===== config.mk =====
export PLATFORM = sky130hd
export DESIGN_NAME = best_match_select
export DESIGN_NICKNAME = d
export VERILOG_FILES = /design/src/rtl/best_match_select.sv
export SDC_FILE = /design/constraint.sdc
export NUM_CORES = 1
export LEC_CHECK = 0
export BUFFER_PORTS_ARGS = -buffer_cell sky130_fd_sc_hd__buf_2
export CAP_MARGIN = 20
export CELL_PAD_IN_SITES_DETAIL_PLACEMENT = 0
export CELL_PAD_IN_SITES_GLOBAL_PLACEMENT = 2
export CORE_ASPECT_RATIO = 1.25
export CORE_MARGIN = 1.5
export CORE_UTILIZATION = 35
export DETAILED_ROUTE_END_ITERATION = 6
export PLACE_DENSITY = 0.79
export SLEW_MARGIN = 20
export SYNTH_ARGS = -nofsm -noshare
export SYNTH_HDL_FRONTEND = slang
export SYNTH_SLANG_ARGS = --single-unit

===== constraint.sdc =====
create_clock -name clk -period 2.1 [get_ports clk]
set_input_delay 0.21 -clock clk [delete_from_list [all_inputs] [get_ports clk]]
set_output_delay 0.21 -clock clk [all_outputs]
set_load 0.05 [all_outputs]

===== src/rtl/best_match_select.sv =====
// Minimum-SAD tracker over a 256-candidate search window; emits the winning vector and scaled MAD to the serializer.
// Optional zero-motion bias on candidate (8,8) is enabled with `define ZERO_BIAS_EN.
module best_match_select #(
    parameter int DIST_W    = 16,
    parameter int MAD_SHIFT = 4,
    parameter int SER_LEN   = 20
`ifdef ZERO_BIAS_EN
    ,
    parameter int ZERO_BIAS = 32
`endif
) (
    input  logic              clk,
    input  logic              rst_n,
    input  logic              i_start,
    input  logic              i_dist_valid,
    input  logic [DIST_W-1:0] i_dist_in,
    output logic [7:0]        o_coordinate,
    output logic [11:0]       o_mad,
    output logic              o_en_out,
    output logic              o_busy
);

    localparam int DRAIN_W = $clog2(SER_LEN + 1);

    typedef enum logic [1:0] {
        IDLE,
        SEARCH,
        EMIT,
        DRAIN
    } state_t;

    state_t              r_state;
    logic [DIST_W-1:0]   r_best_dist;
    logic [7:0]          r_best_xy;
    logic [7:0]          r_cand_cnt;
    logic [DRAIN_W-1:0]  r_drain_cnt;
    logic [7:0]          r_coordinate;
    logic [11:0]         r_mad;
    logic                r_en_out;
    logic                r_busy;

    logic [DIST_W-1:0]   w_eff;
    logic [31:0]         w_shifted;
    logic [11:0]         w_mad_sat;

`ifdef ZERO_BIAS_EN
    localparam logic [DIST_W-1:0] BIAS = DIST_W'(ZERO_BIAS);

    // The zero-motion vector sits at raster index 0x88 in a -8..+7 window.
    always_comb begin
        w_eff = i_dist_in;
        if (r_cand_cnt == 8'h88) begin
            w_eff = (i_dist_in > BIAS) ? (i_dist_in - BIAS) : '0;
        end
    end
`else
    assign w_eff = i_dist_in;
`endif

    // Saturate on any bit of the shifted SAD above bit 11.
    assign w_shifted = 32'(r_best_dist) >> MAD_SHIFT;
    assign w_mad_sat = (w_shifted > 32'd4095) ? 12'hFFF : w_shifted[11:0];

    always_ff @(posedge clk) begin
        if (!rst_n) begin
            r_state      <= IDLE;
            r_best_dist  <= '1;
            r_best_xy    <= '0;
            r_cand_cnt   <= '0;
            r_drain_cnt  <= '0;
            r_coordinate <= '0;
            r_mad        <= '0;
            r_en_out     <= 1'b0;
            r_busy       <= 1'b0;
        end else begin
            case (r_state)
                IDLE: begin
                    if (i_start) begin
                        r_best_dist <= '1;
                        r_best_xy   <= '0;
                        r_cand_cnt  <= '0;
                        r_busy      <= 1'b1;
                        r_state     <= SEARCH;
                    end
                end
                SEARCH: begin
                    if (i_dist_valid) begin
                        // Strict compare keeps the earliest candidate on ties.
                        if (w_eff < r_best_dist) begin
                            r_best_dist <= w_eff;
                            r_best_xy   <= {r_cand_cnt[3:0], r_cand_cnt[7:4]};
                        end
                        r_cand_cnt <= r_cand_cnt + 8'd1;
                        if (r_cand_cnt == 8'hFF) begin
                            r_state <= EMIT;
                        end
                    end
                end
                EMIT: begin
                    r_en_out     <= 1'b1;
                    r_coordinate <= r_best_xy;
                    r_mad        <= w_mad_sat;
                    r_drain_cnt  <= DRAIN_W'(SER_LEN - 1);
                    r_state      <= DRAIN;
                end
                DRAIN: begin
                    r_en_out <= 1'b0;
                    if (r_drain_cnt == '0) begin
                        r_busy  <= 1'b0;
                        r_state <= IDLE;
                    end else begin
                        r_drain_cnt <= r_drain_cnt - DRAIN_W'(1);
                    end
                end
                default: r_state <= IDLE;
            endcase
        end
    end

    assign o_coordinate = r_coordinate;
    assign o_mad        = r_mad;
    assign o_en_out     = r_en_out;
    assign o_busy       = r_busy;

endmodule

==> impl_metrics.json, run 1 <==
{
  "outcome": "complete, but fails checks",
  "violated_checks": "design-rule violations",
  "arrival_ns": 2.27,
  "gp_congestion": 0.777,
  "synth_most_common_cell": "sky130_fd_sc_hd__nor2_1",
  "vias_per_cell": 4.88,
  "syn_avg_cell_area_um2": 9.10,
  "antenna_found_initial": 0,
  "netlist_area_mm2": 0.00297,
  "post_synthesis_instance_total": 326,
  "yosysSeqAreaShare_pct": 41.1,
  "timing_worst_slew_pin_value_ns": 0.635,
  "timing_max_transition_violations_final": 0,
  "netlist.area_leader.share_pct": 41.1,
  "areaGrowthSynthToFinish_pct": 22.8,
  "power_uw": 4460,
  "power_density_mw_per_mm2": 1220,
  "cts.clk_slew.worst_paths_ns": 0.07,
  "route.final.wire_length_um": 6480,
  "yosysUniqueCellTypes": 37,
  "timing.rr.end": "r_best_dist[11]",
  "hold_buffers": 0,
  "holdCritStartpoint": "i_dist_in[2]",
  "detailedRoute.firstIterationViolations": 83,
  "worst-path-buf-inv": 2,
  "slowest_library_cell_on_the_worst_path": "sky130_fd_sc_hd__dfxtp_2",
  "fin_nets": 427,
  "grtUsageTotal_pct": 15.0,
  "post-dp-hpwl_um": 4490,
  "worstRegToRegCells": 8,
  "postSynth.topFlopCell": "sky130_fd_sc_hd__dfxtp_1",
  "yosys_register_bits": 61,
  "overflow": 0,
  "grt_start_max_net_pins": 29,
  "worst_hold_path.num_cells": 3,
  "simple_gate_fraction_of_synth_area_pct": 17.8,
  "core.rowCount": 37,
  "hold_path_class": "input port to register",
  "first_global_vias": 2260,
  "detailedRoute.firstPassIterationCount": 6,
  "starting_density_of_the_core_pct": 36.0,
  "grt_first_pass_wirelength_um": 10600,
  "synth-compound-area-share_pct": 7.50,
  "p_leak_uw": 0.00173,
  "port_buffers": 41,
  "fillers": 848,
  "ioPinCount": 42,
  "floorplan.core_area_mm2": 0.00824,
  "route.antenna.remaining_nets": 0,
  "insertion_delay_ns": 0.35,
  "synth-xor-area-share_pct": 2.07,
  "cp.required_ns": 2.37,
  "final_min_period_over_clock_period_pct": 95.3,
  "detail_route.wl_per_cell_um": 13.3,
  "synth.top_cells.by_count": "sky130_fd_sc_hd__nor2_1, sky130_fd_sc_hd__dfxtp_1, sky130_fd_sc_hd__mux2i_1",
  "clock-sinks": 61,
  "hold_end": "r_best_dist[2]",
  "cp_slowest_stage_delay_ns": 0.33,
  "synth_fp_nets": 369,
  "chipWidth_um": 85.4,
  "die-height_um": 106,
  "synth_top_family_by_area": "simple AND/OR/NAND/NOR gates",
  "worst_case_register_to_register_setup_slack_ns": 0.1,
  "area_share_of_fa_ha_maj_cells_after_synthesis_pct": 9.70,
  "critPathMaxFanout": 8,
  "cts_buffers": 9,
  "cts-root-to-sink-buffers": 2,
  "vdd_drop_max_mv": 0.670,
  "final_hold_viol_count": 0,
  "cts_max_level": 3,
  "cts_tree": "yes",
  "timing.rr.start": "r_best_dist[15]",
  "setup_viol": 0,
  "layout-drive-gt1-share_pct": 25.4,
  "worst_slew_margin_rel_pct": 57.6,
  "synth.top_cells.by_area": "sky130_fd_sc_hd__dfxtp_1, sky130_fd_sc_hd__mux2i_1, sky130_fd_sc_hd__ha_1",
  "fin_skew_ns": 0.00999,
  "timing.max_cap.violations": 0,
  "critical_path.endpoint_type": "register",
  "dr_total_vias": 2371,
  "die-area_mm2": 0.00904,
  "ys_async_sr_fraction_pct": 0,
  "library_cell_with_the_largest_summed_area_after_synthesis": "sky130_fd_sc_hd__dfxtp_1",
  "timing.fmax_ghz": 0.500,
  "clockRootBuffer": "sky130_fd_sc_hd__clkbuf_8",
  "drcViolationCount": 2,
  "synth-edff-count": 0,
  "num_antenna_cells": 0,
  "crit_chain": "inv_1 > ha_1 > and4_4 > nand4_1 > a2111oi_4 > a211o_1 > clkbuf_16 > mux2i_1",
  "critical-path-top-delay-family": "compound AO/OA/AOI/OAI gates",
  "crit_type": "register to register",
  "worst_setup_path_start_kind": "register",
  "setup_tns_ns": 0,
  "yosys_warnings": 0,
  "final_period_minus_worst_setup_slack_ns": 2.00,
  "muxShareOfSynthArea_pct": 15.9
}
## where the power goes
| group | total (uW) | leakage [uW] | internal (uW) | switching (uW) |
|---|---|---|---|---|
| clock network | 937 | 0.0000856 | 431 | 506 |
| logic | 2060 | 0.00115 | 834 | 1220 |
| registers | 1470 | 0.000491 | 1350 | 117 |
## metrics by stage
step	setup slack, ns	util (%)	area, um^2	cells	hold WS (ns)
2_1_floorplan	0.195	-	2970	326	0.332
3_3_place_gp	0.120	40.2	3310	464	0.449
3_5_place_dp	0.0474	40.2	3310	464	0.458
4_1_cts	0.0208	42.4	3490	480	0.124
5_1_grt	-0.0382	44.2	3640	486	0.134
6_report	0.0989	44.2	3640	486	0.136
## placed cells by master, fill, tap and decap left out, drive strengths merged, types with 3 or more instances in the layout
cell type  count
nand2b         3
mux2i         47
clkbuf        10
xor2           4
ha            23
nand4          4
clkinv         4
nand2         26
o21ai          7
a21oi          9
dfxtp         61
a22oi          3
nand3          5
nor3           4
xnor2          3
a31oi          3
nor2          68
inv           25
buf           58
## layer usage
layer | up-vias | GRT usage [%] | part of all wire [%]
met5 | - | 0 | 0
li1 | 1218 | - | -
met1 | 1101 | 17.6 | 46
met4 | 0 | 7.14 | 1.2
met3 | 9 | 3.73 | 4.0
met2 | 43 | 25.6 | 49
## worst max-delay path by stage
stage / startpoint / end / slack [ns] / cells past startpoint
2_1_floorplan: r_best_dist[14] / r_best_xy[0] / 0.19 / 9
4_1_cts: r_best_dist[15] / r_best_dist[12] / 0.02 / 8
5_1_grt: r_best_dist[15] / r_best_dist[3] / -0.04 / 8
3_3_place_gp: r_best_dist[13] / r_best_dist[4] / 0.12 / 8
6_report: r_best_dist[15] / r_best_dist[11] / 0.1 / 8
3_5_place_dp: r_best_dist[15] / r_best_dist[5] / 0.05 / 8
## area by class of cell
class                           count  area (um^2)  share of cell area [%]
Tap cell                           97          121                    3.33
Timing Repair Buffer               59          374                    10.3
Clock inverter                      7         51.3                    1.41
Inverter                           24         90.1                    2.47
Clock buffer                        9          124                    3.40
Sequential cell                    61         1230                    33.8
Multi-Input combinational cell    229         1650                    45.3
## worst register-to-register path: cells and delay by family, from the launching register on
family	cells	cell delay, ns
compound gates	2	0.50
fa+ha+maj	1	0.29
buf+inv	2	0.26
flops	1	0.33
mux	1	0.18
simple gates	2	0.36
## cell families (layout without fill, tap and decap cells)
logic type	after synthesis	count (layout)
AND/OR/NAND/NOR	121	121
XOR/XNOR	7	7
buffers and inverters	36	99
AO/OA/AOI/OAI	31	31
flip-flops	61	61
adder cells (fa/ha/maj)	23	23
multiplexers	47	47
## flip-flops by register name (all words and copies together), names as in the netlist
register,flops
r_drain_cnt,5
o_coordinate,8
o_mad,12
r_state,2
r_cand_cnt,8
r_best_dist,16
o_en_out,1
r_best_xy,8
o_busy,1
## what timing repair did
item                       CTS  global route
buffers inserted             0             5
pin swaps                    1             7
setup endpoints to repair    1            24
gates cloned                 0             1
gates resized for setup      1            21
Note: power is estimated with default switching activity, not from simulation.
==> inputs of run 2 (changes only) <==
Settings changed: MAX_ROUTING_LAYER set to met4, PLACE_DENSITY 0.79 to not set, PLACE_DENSITY_LB_ADDON set to 0.1, REMOVE_ABC_BUFFERS set to 1.
==> impl_metrics.json, run 2 (same netlist as run 1, synthesis figures left out) <==
{
  "final_hold_viol_count": 0,
  "outcome": "complete, but fails checks",
  "power_density_mw_per_mm2": 1280,
  "detailedRoute.firstIterationViolations": 55,
  "grt_first_pass_wirelength_um": 10800,
  "crit_type": "register to register",
  "grtUsageTotal_pct": 15.9,
  "worst_setup_path_start_kind": "register",
  "fin_nets": 425,
  "timing.fmax_ghz": 0.500,
  "final_common_cell": "sky130_fd_sc_hd__nor2_1",
  "p_leak_uw": 0.00175,
  "worstRegToRegCells": 8,
  "critical-path-top-delay-family": "compound AO/OA/AOI/OAI gates",
  "setup_tns_ns": 0,
  "final_period_minus_worst_setup_slack_ns": 2.00,
  "hold_path_class": "input port to register",
  "vdd_drop_max_mv": 0.647,
  "worst-path-buf-inv": 2,
  "violated_checks": "design-rule violations",
  "clockRootBuffer": "sky130_fd_sc_hd__clkbuf_8",
  "detailedRoute.firstPassIterationCount": 6,
  "timing.rr.end": "r_best_xy[3]",
  "starting_density_of_the_core_pct": 36.0,
  "port_buffers": 41,
  "vias_per_cell": 4.84,
  "core.rowCount": 37,
  "ioPinCount": 42,
  "first_global_vias": 2289,
  "floorplan.core_area_mm2": 0.00824,
  "worst_hold_path.num_cells": 3,
  "slowest_library_cell_on_the_worst_path": "sky130_fd_sc_hd__a211o_4",
  "worst_case_register_to_register_setup_slack_ns": 0.1,
  "timing.rr.start": "r_best_dist[10]",
  "die-height_um": 106,
  "die-area_mm2": 0.00904,
  "clock-sinks": 61,
  "dr_total_vias": 2341,
  "areaGrowthSynthToFinish_pct": 21.7,
  "holdCritStartpoint": "i_dist_in[2]",
  "final_core_utilization_pct": 43.8,
  "post-dp-hpwl_um": 4490,
  "timing.max_cap.violations": 0,
  "detail_route.wl_per_cell_um": 13.2,
  "drcViolationCount": 1,
  "post_cts_buffers": 0,
  "commonest_cells_after_routing_fill_and_taps_aside": "sky130_fd_sc_hd__nor2_1, sky130_fd_sc_hd__dfxtp_1, sky130_fd_sc_hd__mux2i_1, sky130_fd_sc_hd__buf_2, sky130_fd_sc_hd__nand2_1",
  "setup_viol": 0,
  "cp.required_ns": 2.33,
  "max_flop_register": "r_best_dist",
  "critPathMaxFanout": 8,
  "arrival_ns": 2.23,
  "critical_path.endpoint_type": "register",
  "route.final.wire_length_um": 6390,
  "gp_congestion": 0.766,
  "grt_start_max_net_pins": 29,
  "timing_max_transition_violations_final": 0,
  "antenna_found_initial": 0,
  "num_antenna_cells": 0,
  "insertion_delay_ns": 0.35,
  "layout-drive-gt1-share_pct": 22.0,
  "cts-root-to-sink-buffers": 2,
  "fin_skew_ns": 0.0145,
  "final_min_period_over_clock_period_pct": 95.3,
  "cts_buffers": 9,
  "timing_worst_slew_pin_value_ns": 0.574,
  "cp_slowest_stage_delay_ns": 0.41,
  "largest_register_ffs": 16,
  "worst_slew_margin_rel_pct": 61.6,
  "crit_chain": "inv_1 > ha_1 > and4_1 > nand2_2 > o221ai_1 > a211o_4 > clkbuf_16 > mux2i_1",
  "cts_tree": "yes",
  "cts.clk_slew.worst_paths_ns": 0.08,
  "route.antenna.remaining_nets": 0,
  "chipWidth_um": 85.4,
  "overflow": 0,
  "cts_max_level": 3,
  "hold_end": "r_best_dist[2]"
}
-- run 2: worst min-delay path, delay by kind of cell --
family,cells,cell delay (ns)
AND/OR/NAND/NOR,1,0.04
buffers and inverters,1,0.09
multiplexers,1,0.10
-- run 2: routing by layer --
metal / routed length, um / GRT usage [%] / up-vias / part of all wire, %
li1: - / - / 1214 / -
met1: 3020 / 18.6 / 1084 / 47
met2: 3060 / 26.0 / 33 / 48
met3: 200 / 3.49 / 10 / 3.1
met4: 114 / 6.91 / 0 / 1.8
met5: 0 / - / - / 0
-- run 2: area by class of cell --
class / count / area, um^2
clock inverter: 5 / 58.8
timing repair buffer: 57 / 359
tap: 97 / 121
inverter: 24 / 90.1
multi-input combinational: 229 / 1610
clock buffer: 11 / 151
fill: 857 / 4630
sequential: 61 / 1220
-- run 2: power breakdown --
part | switching (uW) | internal, uW
sequential | 115 | 1350
combinational | 1230 | 822
clock | 481 | 612
total | 1830 | 2780
-- run 2: how the worst max path moves through the flow --
stage | endpoint | slack, ns | cells after the start | start
2_1_floorplan | r_best_dist[0] | -0.28 | 7 | r_best_dist[14]
3_3_place_gp | r_best_dist[9] | 0.07 | 8 | r_state[1]
3_5_place_dp | r_best_dist[8] | 0.006 | 8 | r_best_dist[12]
4_1_cts | r_best_dist[7] | 0.03 | 8 | r_state[1]
5_1_grt | r_best_xy[5] | -0.02 | 8 | r_best_dist[12]
6_report | r_best_xy[3] | 0.1 | 8 | r_best_dist[10]
-- run 2: repair_timing --
item / 4_1_cts / 5_1_grt
pin swaps: 0 / 2
hold endpoints to repair: 0 / 0
hold buffers: 0 / 0
gates resized for setup: 1 / 10
gates cloned: 0 / 1
setup endpoints to repair: 14 / 25
-- run 2: stage by stage --
| stage | total power, uW | setup slack, ns | instances | hold WS (ns) | area, um^2 |
|---|---|---|---|---|---|
| after floorplan | 2870 | -0.281 | 314 | 0.332 | 2880 |
| after global placement | 3430 | 0.0699 | 467 | 0.449 | 3330 |
| after detailed placement | 3410 | 0.00574 | 467 | 0.455 | 3330 |
| after CTS | 4530 | 0.0308 | 483 | 0.119 | 3550 |
| after global routing | 4940 | -0.0230 | 484 | 0.143 | 3610 |
| final | 4610 | 0.0997 | 484 | 0.130 | 3610 |
==> inputs of run 3 (changes only) <==
Settings changed: BUFFER_PORTS_ARGS -buffer_cell sky130_fd_sc_hd__buf_2 to not set, CORE_UTILIZATION 35 to 38, DONT_BUFFER_PORTS set to 1, REMOVE_ABC_BUFFERS 1 to not set.
==> impl_metrics.json, run 3 (same netlist as run 1, synthesis figures left out) <==
{
  "die-area_mm2": 0.00835,
  "grt_first_pass_wirelength_um": 10400,
  "drcViolationCount": 0,
  "holdWs_ns": 0.0196,
  "starting_density_of_the_core_pct": 39.6,
  "timing_worst_slew_pin_value_ns": 0.628,
  "floorplan.core_area_mm2": 0.00749,
  "post-dp-hpwl_um": 4420,
  "grt_start_max_net_pins": 29,
  "placed_cells_incl_taps": 420,
  "first_global_vias": 2162,
  "detailedRoute.firstPassIterationCount": 4,
  "hold_path_class": "input port to register",
  "power_density_mw_per_mm2": 1330,
  "p_leak_uw": 0.00157,
  "final_hold_viol_count": 0,
  "cts.clk_slew.worst_paths_ns": 0.07,
  "crit_type": "register to register",
  "chipWidth_um": 82.0,
  "cts_buffers": 9,
  "setup_viol": 0,
  "antenna_found_initial": 0,
  "outcome": "finished clean",
  "final_common_cell": "sky130_fd_sc_hd__nor2_1",
  "route.antenna.remaining_nets": 0,
  "critPathMaxFanout": 6,
  "timing_max_transition_violations_final": 0,
  "detailedRoute.firstIterationViolations": 73,
  "final_min_period_over_clock_period_pct": 95.0,
  "timing.max_cap.violations": 0,
  "die-height_um": 102,
  "vdd_drop_max_mv": 0.676,
  "route.final.wire_length_um": 6430,
  "port_buffers": 0,
  "clock-sinks": 61,
  "fin_nets": 385,
  "rsz_0062_raised_after_global_routing": "false",
  "arrival_ns": 2.21,
  "grtUsageTotal_pct": 17.0,
  "final_period_minus_worst_setup_slack_ns": 1.99,
  "worst_slew_margin_rel_pct": 57.7,
  "gp_congestion": 0.745,
  "layout-drive-gt1-share_pct": 12.1,
  "setup_tns_ns": 0,
  "post-route-cell-area_mm2": 0.00343,
  "vias_per_cell": 4.89,
  "commonest_cells_after_routing_fill_and_taps_aside": "sky130_fd_sc_hd__nor2_1, sky130_fd_sc_hd__dfxtp_1, sky130_fd_sc_hd__mux2i_1, sky130_fd_sc_hd__nand2_1, sky130_fd_sc_hd__inv_1",
  "cts_max_level": 3,
  "cts_tree": "yes",
  "timing.fmax_ghz": 0.501,
  "power.share.clock_pct": 22.5,
  "worst_case_register_to_register_setup_slack_ns": 0.11,
  "critical_path.endpoint_type": "register",
  "largest_register_ffs": 16,
  "max_flop_register": "r_best_dist",
  "cts-root-to-sink-buffers": 2,
  "worst_setup_path_start_kind": "register",
  "pwr-share-seq_pct": 39.7,
  "cp.required_ns": 2.32,
  "postPlaceCellArea_mm2": 0.00313,
  "detail_route.wl_per_cell_um": 14.6,
  "power_share_of_the_combinational_group_pct": 37.9,
  "overflow": 0,
  "core.rowCount": 35,
  "insertion_delay_ns": 0.33,
  "switching_share_pct": 39.3,
  "post_cts_buffers": 0,
  "fillers": 741,
  "num_antenna_cells": 0,
  "dr_total_vias": 2148,
  "finish.cell_count_without_fillers": 439,
  "clockRootBuffer": "sky130_fd_sc_hd__clkbuf_8",
  "fin_skew_ns": 0.00910,
  "areaGrowthSynthToFinish_pct": 15.4,
  "internal-power_uw": 2770,
  "netSwitchingPower_uw": 1790,
  "ioPinCount": 42
}
[run 3: changes by cell type in the layout (fill, tap and decap cells not counted), sizes merged]
cell	change
dlygate4sd3	+1
clkinvlp	-1
clkbuf	+2
buf	-42
[run 3: final cells by class]
| class | count | area, um^2 | area share (%) |
|---|---|---|---|
| clock buffer | 12 | 145 | 4.24 |
| sequential | 61 | 1220 | 35.7 |
| tap | 92 | 115 | 3.36 |
| multi-input combinational | 229 | 1620 | 47.2 |
| timing repair buffer | 17 | 190 | 5.55 |
| inverter | 24 | 90.1 | 2.63 |
| clock inverter | 4 | 47.5 | 1.39 |
[run 3: final timing paths]
kind                                     start         endpoint  cells after the start
worst max register to register  r_best_dist[1]  r_best_dist[10]                      7
worst min-delay path                     rst_n   r_drain_cnt[0]                      2
worst min register to register    r_best_xy[2]     r_best_xy[2]                      2
worst max-delay path            r_best_dist[1]  r_best_dist[10]                      7
[run 3: metal layers]
metal | up-vias | track usage, % | share of wire [%]
met5 | - | - | 0
met4 | 0 | 5.48 | 1.6
met3 | 8 | 5.59 | 4.6
met2 | 35 | 29.2 | 50
met1 | 976 | 18.2 | 43
li1 | 1129 | - | -
[run 3: per-stage QoR]
| stage | utilization (%) | setup slack [ns] | power [uW] |
|---|---|---|---|
| 2_1_floorplan | - | 0.195 | 3010 |
| 3_3_place_gp | 41.8 | 0.0769 | 3370 |
| 3_5_place_dp | 41.8 | 0.0194 | 3380 |
| 4_1_cts | 44.5 | 0.0446 | 4440 |
| 5_1_grt | 45.7 | 0.00577 | 4860 |
| 6_report | 45.7 | 0.106 | 4560 |
[run 3: repair_timing]
item                                    4_1_cts  5_1_grt
pin swaps                                     1        3
gates cloned                                  0        2
endpoints found under the hold margin         1        0
resized for setup                             1        9
endpoints found under the setup margin        2       24
hold buffers                                  1        0
[run 3: critical path: stages, from the launching register on]
cell and delay, ns:
sky130_fd_sc_hd__dfxtp_1 0.33, sky130_fd_sc_hd__inv_1 0.05, sky130_fd_sc_hd__ha_1 0.30, sky130_fd_sc_hd__a2111oi_4 0.40, sky130_fd_sc_hd__a2111oi_4 0.10, sky130_fd_sc_hd__a211o_4 0.40
sky130_fd_sc_hd__clkbuf_16 0.19, sky130_fd_sc_hd__mux2i_1 0.11
[run 3: power groups by stage]
stage                     sequential, uW  clock [uW]  combinational [uW]
final                               1810        1020                1730
after global routing                1830        1120                1910
after CTS                           1810        1070                1560
after detailed placement            1840           0                1550
after global placement              1840           0                1540
after floorplan                     1800           0                1210
